`src/rtl/sram_arb_pkg.sv`:
```
// sram_arb_pkg
// Shared definitions for the fabric-side AHB-Lite SRAM arbiter:
//   - arb_state_t    : transfer FSM states (IDLE, ADDR, DATA, RESP)
//   - HTRANS_*       : AHB-Lite transfer type encodings used by the master
//   - HRESP_*        : AHB-Lite slave response encodings
//   - HSIZE_*        : transfer size encodings (low two bits of HSIZE)
//   - is_legal()     : size/alignment check applied before any bus access
package sram_arb_pkg;

    typedef enum logic [1:0] {
        ST_IDLE = 2'd0,
        ST_ADDR = 2'd1,
        ST_DATA = 2'd2,
        ST_RESP = 2'd3
    } arb_state_t;

    localparam logic [1:0] HTRANS_IDLE   = 2'b00;
    localparam logic [1:0] HTRANS_NONSEQ = 2'b10;

    localparam logic [1:0] HRESP_OKAY  = 2'b00;
    localparam logic [1:0] HRESP_ERROR = 2'b01;

    localparam logic [1:0] HSIZE_BYTE = 2'd0;
    localparam logic [1:0] HSIZE_HALF = 2'd1;
    localparam logic [1:0] HSIZE_WORD = 2'd2;

    // A request is legal when its size is defined and its address is
    // naturally aligned to that size. Only the two low address bits matter.
    function automatic logic is_legal(input logic [1:0] size,
                                      input logic [1:0] addr_lsb);
        logic ok;
        case (size)
            HSIZE_BYTE: ok = 1'b1;
            HSIZE_HALF: ok = ~addr_lsb[0];
            HSIZE_WORD: ok = (addr_lsb == 2'b00);
            default:    ok = 1'b0;
        endcase
        return ok;
    endfunction

endpackage

```
`src/rtl/sram_arb_rr2.sv`:
```
// sram_arb_rr2
// Two-requester grant logic with a last_grant history register.
// Ports:
//   clk, resetn   : clock and synchronous active-low reset
//   req0, req1    : pending requests
//   enable        : high while the arbiter FSM is idle and may accept a grant
//   grant_valid   : at least one request is pending
//   grant_id      : winning requester (0 or 1), valid with grant_valid
// Parameter FIXED_PRIO=1 makes requester 0 always win; 0 selects round-robin.
module sram_arb_rr2 #(
    parameter int FIXED_PRIO = 0
) (
    input  logic clk,
    input  logic resetn,
    input  logic req0,
    input  logic req1,
    input  logic enable,
    output logic grant_valid,
    output logic grant_id
);

    logic last_grant;

    // On a tie the requester that did not win last time is chosen, so a
    // losing requester is guaranteed the next slot.
    always_comb begin
        grant_valid = req0 | req1;
        grant_id    = 1'b0;
        if (FIXED_PRIO != 0) begin
            grant_id = ~req0;
        end else if (req0 && req1) begin
            grant_id = ~last_grant;
        end else begin
            grant_id = req1;
        end
    end

    // History resets to 1 so that requester 0 wins the first tie.
    always_ff @(posedge clk) begin
        if (!resetn) begin
            last_grant <= 1'b1;
        end else if (enable && grant_valid) begin
            last_grant <= grant_id;
        end
    end

endmodule

```
`src/rtl/sram_ahb_arbiter.sv`:
```
// sram_ahb_arbiter
// AHB-Lite master sharing the external-SRAM CoreMemCtrl slave between two
// fabric requesters. One single transfer at a time, IDLE->ADDR->DATA->RESP.
// Ports:
//   CLK, RESETn               : FIC_0_CLK (also HCLK), synchronous active-low reset
//   reqN/weN/sizeN/addrN/wdataN : requester N transfer request and fields
//   ackN                      : one-cycle completion pulse to requester N
//   rdata, err                : read data and error status, valid with ackN
//   busy                      : FSM not idle
//   timeout                   : one-cycle pulse when a transfer is aborted
//   HSEL..HWDATA, HREADYIN    : AHB-Lite master outputs to the slave
//   HRDATA, HREADY, HRESP     : AHB-Lite slave responses
// Optional build macro SRAM_ARB_TIMEOUT_EN adds an abort counter limited by
// TIMEOUT_CYCLES; without it a transfer waits indefinitely and timeout is 0.
module sram_ahb_arbiter
    import sram_arb_pkg::*;
#(
    parameter int ADDR_W         = 28,
    parameter int TIMEOUT_CYCLES = 255,
    parameter int FIXED_PRIO     = 0
) (
    input  logic              CLK,
    input  logic              RESETn,
    input  logic              req0,
    input  logic              req1,
    input  logic              we0,
    input  logic              we1,
    input  logic [1:0]        size0,
    input  logic [1:0]        size1,
    input  logic [ADDR_W-1:0] addr0,
    input  logic [ADDR_W-1:0] addr1,
    input  logic [31:0]       wdata0,
    input  logic [31:0]       wdata1,
    output logic              ack0,
    output logic              ack1,
    output logic [31:0]       rdata,
    output logic              err,
    output logic              busy,
    output logic              timeout,
    output logic              HSEL,
    output logic              HWRITE,
    output logic [1:0]        HTRANS,
    output logic [2:0]        HSIZE,
    output logic [ADDR_W-1:0] HADDR,
    output logic [31:0]       HWDATA,
    output logic              HREADYIN,
    input  logic [31:0]       HRDATA,
    input  logic              HREADY,
    input  logic [1:0]        HRESP
);

    if (TIMEOUT_CYCLES < 1 || TIMEOUT_CYCLES > 65535) begin : g_bad_timeout
        $error("sram_ahb_arbiter: TIMEOUT_CYCLES must be 1..65535");
    end

    arb_state_t        state, state_n;
    logic              grant_valid, grant_id;
    logic              lat_id, lat_id_n, lat_we, lat_we_n;
    logic [1:0]        lat_size, lat_size_n;
    logic [ADDR_W-1:0] lat_addr, lat_addr_n;
    logic [31:0]       lat_wdata, lat_wdata_n;
    logic              sticky, sticky_n;
    logic              ack0_n, ack1_n, err_n, busy_n, hsel_n, hwrite_n;
    logic [31:0]       rdata_n, hwdata_n;
    logic [1:0]        htrans_n;
    logic [2:0]        hsize_n;
    logic [ADDR_W-1:0] haddr_n;
    logic              sel_we;
    logic [1:0]        sel_size;
    logic [ADDR_W-1:0] sel_addr;
    logic [31:0]       sel_wdata;
`ifdef SRAM_ARB_TIMEOUT_EN
    localparam logic [15:0] TO_LIMIT = 16'(TIMEOUT_CYCLES);
    logic [15:0] to_cnt, to_cnt_n;
    logic        timeout_n;
`endif

    assign HREADYIN = HREADY;

    assign sel_we    = grant_id ? we1    : we0;
    assign sel_size  = grant_id ? size1  : size0;
    assign sel_addr  = grant_id ? addr1  : addr0;
    assign sel_wdata = grant_id ? wdata1 : wdata0;

    sram_arb_rr2 #(.FIXED_PRIO(FIXED_PRIO)) u_rr2 (
        .clk         (CLK),
        .resetn      (RESETn),
        .req0        (req0),
        .req1        (req1),
        .enable      (state == ST_IDLE),
        .grant_valid (grant_valid),
        .grant_id    (grant_id)
    );

    // Next state plus next values of every registered output. Bus outputs
    // are decoded from the state being entered so that they appear on the
    // same edge that the FSM changes state.
    always_comb begin
        state_n     = state;
        lat_id_n    = lat_id;
        lat_we_n    = lat_we;
        lat_size_n  = lat_size;
        lat_addr_n  = lat_addr;
        lat_wdata_n = lat_wdata;
        sticky_n    = sticky;
        rdata_n     = '0;
        err_n       = 1'b0;
`ifdef SRAM_ARB_TIMEOUT_EN
        to_cnt_n    = to_cnt;
        timeout_n   = 1'b0;
`endif
        case (state)
            ST_IDLE: begin
                if (grant_valid) begin
                    lat_id_n    = grant_id;
                    lat_we_n    = sel_we;
                    lat_size_n  = sel_size;
                    lat_addr_n  = sel_addr;
                    lat_wdata_n = sel_wdata;
                    sticky_n    = 1'b0;
                    if (is_legal(sel_size, sel_addr[1:0])) begin
                        state_n = ST_ADDR;
`ifdef SRAM_ARB_TIMEOUT_EN
                        to_cnt_n = '0;
`endif
                    end else begin
                        state_n = ST_RESP;
                        err_n   = 1'b1;
                    end
                end
            end
            ST_ADDR: begin
                if (HREADY) begin
                    state_n = ST_DATA;
                end
            end
            ST_DATA: begin
                if (HRESP == HRESP_ERROR) begin
                    sticky_n = 1'b1;
                end
                if (HREADY) begin
                    rdata_n = HRDATA;
                    err_n   = sticky | (HRESP == HRESP_ERROR);
                    state_n = ST_RESP;
                end
            end
            ST_RESP: begin
                state_n = ST_IDLE;
            end
            default: begin
                state_n = ST_IDLE;
            end
        endcase
`ifdef SRAM_ARB_TIMEOUT_EN
        // The abort wins over a slave completion arriving in the same cycle.
        if (state == ST_ADDR || state == ST_DATA) begin
            to_cnt_n = to_cnt + 16'd1;
            if (to_cnt == TO_LIMIT) begin
                state_n   = ST_RESP;
                err_n     = 1'b1;
                rdata_n   = '0;
                timeout_n = 1'b1;
            end
        end
`endif
        hsel_n   = 1'b0;
        htrans_n = HTRANS_IDLE;
        haddr_n  = '0;
        hwrite_n = 1'b0;
        hsize_n  = '0;
        hwdata_n = '0;
        ack0_n   = 1'b0;
        ack1_n   = 1'b0;
        case (state_n)
            ST_ADDR: begin
                hsel_n   = 1'b1;
                htrans_n = HTRANS_NONSEQ;
                haddr_n  = lat_addr_n;
                hwrite_n = lat_we_n;
                hsize_n  = {1'b0, lat_size_n};
            end
            ST_DATA: begin
                hwdata_n = lat_we_n ? lat_wdata_n : 32'h0;
            end
            ST_RESP: begin
                ack0_n = ~lat_id_n;
                ack1_n = lat_id_n;
            end
            default: begin
            end
        endcase
        busy_n = (state_n != ST_IDLE);
    end

    // State, latched request fields and all registered outputs.
    always_ff @(posedge CLK) begin
        if (!RESETn) begin
            state     <= ST_IDLE;
            lat_id    <= 1'b0;
            lat_we    <= 1'b0;
            lat_size  <= '0;
            lat_addr  <= '0;
            lat_wdata <= '0;
            sticky    <= 1'b0;
            ack0      <= 1'b0;
            ack1      <= 1'b0;
            rdata     <= '0;
            err       <= 1'b0;
            busy      <= 1'b0;
            HSEL      <= 1'b0;
            HWRITE    <= 1'b0;
            HTRANS    <= HTRANS_IDLE;
            HSIZE     <= '0;
            HADDR     <= '0;
            HWDATA    <= '0;
        end else begin
            state     <= state_n;
            lat_id    <= lat_id_n;
            lat_we    <= lat_we_n;
            lat_size  <= lat_size_n;
            lat_addr  <= lat_addr_n;
            lat_wdata <= lat_wdata_n;
            sticky    <= sticky_n;
            ack0      <= ack0_n;
            ack1      <= ack1_n;
            rdata     <= rdata_n;
            err       <= err_n;
            busy      <= busy_n;
            HSEL      <= hsel_n;
            HWRITE    <= hwrite_n;
            HTRANS    <= htrans_n;
            HSIZE     <= hsize_n;
            HADDR     <= haddr_n;
            HWDATA    <= hwdata_n;
        end
    end

`ifdef SRAM_ARB_TIMEOUT_EN
    // Abort counter and its one-cycle timeout pulse.
    always_ff @(posedge CLK) begin
        if (!RESETn) begin
            to_cnt  <= '0;
            timeout <= 1'b0;
        end else begin
            to_cnt  <= to_cnt_n;
            timeout <= timeout_n;
        end
    end
`else
    assign timeout = 1'b0;
`endif

endmodule
```
`config.mk`:
```
export PLATFORM = sky130hd
export DESIGN_NAME = sram_ahb_arbiter
export DESIGN_NICKNAME = d
export VERILOG_FILES = /design/src/rtl/sram_arb_pkg.sv /design/src/rtl/sram_arb_rr2.sv /design/src/rtl/sram_ahb_arbiter.sv
export SDC_FILE = /design/constraint.sdc
export NUM_CORES = 1
export LEC_CHECK = 0
export CORE_MARGIN = 5
export CORE_UTILIZATION = 25
export CTS_CLUSTER_DIAMETER = 100
export DETAILED_ROUTE_END_ITERATION = 8
export SETUP_SLACK_MARGIN = 0.1
export SKIP_LAST_GASP = 1
export SYNTH_ARGS = -nofsm -noshare
export SYNTH_HDL_FRONTEND = slang
export SYNTH_SLANG_ARGS = --single-unit
export TNS_END_PERCENT = 10
```
`constraint.sdc`:
```
create_clock -name CLK -period 1.8 [get_ports CLK]
set_input_delay 0.18 -clock CLK [delete_from_list [all_inputs] [get_ports CLK]]
set_output_delay 0.18 -clock CLK [all_outputs]
set_load 0.1 [all_outputs]
```
---- Word-level counts from Yosys, hierarchy flattened ----
Cells that the tools add are included.
Widths: inputs -> output; s select.
storage, ports and cells
  flip-flop bits (word level) ............. 171
  logic and storage cells ................. 80
cells by class
  eq/ne operators ......................... 11
  multiplexer cells ....................... 32
  bitwise operators ....................... 5
  reduce and logical (&&, ||, !) cells .... 12
operators by type and width
  cell                count
  $mux 32             3
  $mux 28             3
  $mux 2              8
  $mux 1              14
  $eq 2x2->1 const B  5
  $reduce_and 3->1    3
  $eq 2x1->1 const B  4
  $pmux 2 s4          1
  $logic_not 2->1     3
  $ne 2x2->1 const B  2
  $pmux 1 s2          2
  $reduce_and 2->1    2
  $reduce_bool 2->1   2
  $not 1->1           3
  $pmux 1 s3          1
  $logic_and 1x1->1   2
  $or 1x1->1          2

---- Logic depth before layout (Yosys ltp) ----
  word-level depth ........................ 12
  mapped depth ............................ 7
  depth with buffers taken out ............ 4

---- Hierarchy ----
From an unflattened synthesis, not the netlist that was laid out.
second synthesis, totals
  cell total of the unflattened synthesis .. 580
  area total of the unflattened synthesis .. 6490.0 um2
modules (own cells, without submodules)
  module            times used  cells each  area an instance (um2)  seq. area each (um2)
  sram_ahb_arbiter  1           574         6436.2                  3343.2
  sram_arb_rr2      1           6           53.8                    20.0

---- Worst setup path before layout ----
OpenSTA, ideal clock, no wires.
  path type ............................... reg-to-output
  start ................................... reg HTRANS[1]
  end ..................................... out HTRANS[1]
  data arrival time ....................... 1.356 ns
  path slack .............................. 0.264 ns
  cell stages (with the launch flop) ...... 2
  cells stage by stage .................... dfxtp_1 -> buf_4
RTL lines
  what                    line                     text
  start, declared         sram_ahb_arbiter.sv:42   output logic [1:0] HTRANS,
  start signal, assigned  sram_ahb_arbiter.sv:231  HTRANS <= htrans_n;
No word-level cell between the ends.

---- Worst setup path in the final report ----
  start ................................... reg state[1]
  end ..................................... reg HADDR[27]
on the way
  word-level cells in the longest chain between the ends .. 4
  elaborated cells between the ends (all ways) .. 11
  those cells by class .................... eq/ne: 4; mux: 5; reduce/logical: 2
RTL lines
  what                                      line                     text
  start, declared                           sram_ahb_arbiter.sv:56   arb_state_t state, state_n;
  start signal, assigned                    sram_ahb_arbiter.sv:217  state <= state_n;
  $eq 2x2->1, or another cell as far along  sram_ahb_arbiter.sv:112  case (state)
  $pmux 2 s4                                sram_ahb_arbiter.sv:112
  $eq 2x1->1                                sram_ahb_arbiter.sv:174  case (state_n)
  $reduce_and 2->1 (no line)                -
  end signal, assigned                      sram_ahb_arbiter.sv:233  HADDR <= haddr_n;
  end, declared                             sram_ahb_arbiter.sv:44   output logic [ADDR_W-1:0] HADDR,
Several ways; a longest one is shown, not always the timed one.
A chain may end at the register's enable or synchronous reset.

==> results.yml <==
status:
  status: "completed"
drt:
  wl_per_cell_um: 16.0
  routed_wl_um: 20100
  vias: 5607
  firstDrtPassIters: 4
  drc: 0
  viasPerCell: 4.46
  ant_nets: 0
  drt-initial-drc-count: 340
clock_tree:
  cts_buffers: 17
  ctsHoldBuffers: 0
  cts_tree: "built"
  clkTransAtPathRegs_ns: 0.07
  clockBufferDepth: 2
  cts_htree_levels: 4
  clock_latency_ns: 0.41
  clkSinkCount: 168
  cts_root_buffer: "clkbuf_16"
setup_path:
  reg2reg_slack_ns: 0.17
  reg2regPathDepth: 6
  cp_top_family: "simple AND/OR/NAND/NOR gates"
  path_common_cell: "buf_12"
  critPathBufInv: 2
  r2r-start: "state[1]$_SDFF_PN0_"
  rr_endpoint: "HADDR[27]$_SDFF_PN0_"
  path_max_fanout: 31
  max_stage_delay_ns: 0.31
  path_cells: "or2_4 -> nor2_4 -> buf_12 -> buf_12 -> nor2_1 -> a2111oi_2"
  crit_start: "state[1]$_SDFF_PN0_"
  crit_arrival_ns: 1.93
  cp-end-kind: "flop"
  path_class: "flop to flop"
  crit_slowest_cell: "dfxtp_1"
  cp-start-kind: "flop"
  worstPathRequired_ns: 2.11
synthesis:
  synth.area.top_cells: "dfxtp_1 55%, a311oi_1 9.2%, nand2_1 7.6%, nor2_1 4.3%, nor3b_1 3.3%"
  synthTopCellsByCount: "168 x dfxtp_1, 123 x nand2_1, 70 x nor2_1"
  synth_top_cell_by_area: "dfxtp_1"
  async_flop_share_pct: 0
  ys_warn_count: 0
  syn_avg_cell_area_um2: 9.49
  yosys.area.top_type_share_pct: 55.0
  ys_types: 43
  yosysSeqAreaShare_pct: 55.0
  synthCells: 644
  yosysMostFrequentCell: "dfxtp_1"
  synth_seq_cells: 168
  synth_flop_cell: "dfxtp_1"
  synth_edf_count: 0
  syn_area_mm2: 0.00611
global_routing:
  grt_pass1_wl_um: 31300
  antenna_found_initial: 0
  grt_pass1_vias: 5626
  grt_max_degree: 57
  grt_util_all_layers_pct: 14.0
  overflow: 0
timing:
  post-route-period-util_pct: 90.4
  worst_slack_ns: 0.173
  fin_skew_ns: 0.00819
  period_needed_ns: 1.63
  timing.setup.tns_ns: 0
  drv_slew: 0
  setup_viol: 0
  rsz0062_at_grt: "true"
  hold_viol: 0
  fmax_ghz: 0.615
place:
  dp.cells: 1223
  place.gp.congestion: 0.742
  hpwl_um: 14500
  post-place-ws_ns: -0.186
  io_buffers: 266
  placed_cell_area_mm2: 0.00917
worst_hold_path:
  min_to: "rdata[30]$_SDFF_PN0_"
  min_path_cells: 2
  min_path_type: "input pin to flop"
  min-delay-start: "HRDATA[30]"
flow_run:
  drv_cap: 0
floorplan:
  die_y_um: 166
  dieArea_mm2: 0.0277
  initial_utilization_pct: 25.3
  die_x_um: 166
  coreArea_mm2: 0.0242
  top_level_ports: 270
  rows: 57
cells_and_area:
  diodes: 0
  drive_above_1_share_pct: 20.6
  instances_no_fill: 1258
  area_growth_pct: 60.4
  stdcell_area_mm2: 0.00980
  final_nets: 1086
power:
  peakVddDrop_v: 0.000650
  p_leak_nw: 3.95
  total_power_mw: 10.4
  power_density_mw_per_mm2: 1060
## through the flow
stage | hold WS (ns) | utilization [%]
floorplan | 0.302 | -
global placement | 0.497 | 37.9
detailed placement | 0.493 | 37.9
CTS | 0.294 | 40.3
global route | 0.296 | 40.6
finish | 0.323 | 40.6
## flip-flops by register name, summed over array words and instances (netlist names)
register and flops:
lat_addr 28, HSIZE 2, sticky 1, HWRITE 1, err 1, lat_wdata 32, HADDR 28, state 2
rdata 32, ack1 1, HTRANS 1, HWDATA 32, busy 1, lat_we 1, ack0 1, lat_size 2
u_rr2.last_grant 1, lat_id 1
## power by group
group / internal (mW) / switching (mW) / leakage, nW
sequential: 4.03 / 0.0923 / 1.37
clock: 2.08 / 1.50 / 0.273
combinational: 1.02 / 1.71 / 2.31
total: 7.13 / 3.30 / 3.95
## logic make-up (layout without fill, tap and decap cells)
family	Yosys count	count (layout)	synth area share (%)
AND/OR/NAND/NOR	320	320	26.5
flip-flops	168	168	55.0
AO/OA/AOI/OAI	93	93	13.1
buffers and inverters	60	348	5.06
multiplexers	2	2	0.328
other	1	3	0.0614
## area by class of cell
class                      count  area, µm²
timing repair buffer         312       2980
clock inverter                11        124
inverter                       4       15.0
fill                        2401      14400
multi-input combinational    418       2460
tap                          324        405
sequential                   168       3360
clock buffer                  21        450
## per-layer routing
layer / up-vias / GRT usage [%] / routed length (µm)
li1: 2817 / - / -
met1: 2592 / 17.7 / 8980
met2: 180 / 22.9 / 9400
met3: 18 / 5.28 / 1520
met4: 0 / 3.31 / 247
met5: - / 0 / 0
## worst max-delay path by stage
| stage | endpoint | slack, ns | cells after the start |
|---|---|---|---|
| after floorplan | HTRANS[1] | 0.26 | 1 |
| after global placement | HSIZE[1]$_SDFF_PN0_ | -0.19 | 6 |
| after detailed placement | HSIZE[1]$_SDFF_PN0_ | -0.19 | 6 |
| after CTS | HWDATA[1]$_SDFF_PN0_ | 0.15 | 5 |
| after global routing | HWDATA[2]$_SDFF_PN0_ | 0.08 | 6 |
| final | HADDR[27]$_SDFF_PN0_ | 0.17 | 6 |
## worst register-to-register path, stage by stage (launching register included)
cell and delay, ns:
dfxtp_1 0.31, or2_4 0.27, nor2_4 0.24, buf_12 0.15, buf_12 0.17, nor2_1 0.09, a2111oi_2 0.31
## timing repair
item / CTS / global route
setup endpoints to repair: 0 / 11
resized for setup: 0 / 1
buffers inserted: 0 / 2
## layout by cell type, fill, tap and decap left out, drive strengths merged, types with 2 or more instances in the layout
master,count
mux2i,2
nor3,3
clkinvlp,3
bufinv,2
conb,3
a211oi,3
nand3,28
nor2,71
a21boi,2
dfxtp,168
clkbuf,22
and2,32
o21ai,5
nor2b,4
buf,147
clkdlybuf4s50,164
nand2,123
inv,5
nor4b,27
nor3b,27
clkinv,5
a21oi,6
a2111oi,3
a311oi,64
(Power assumes the default switching activity.)
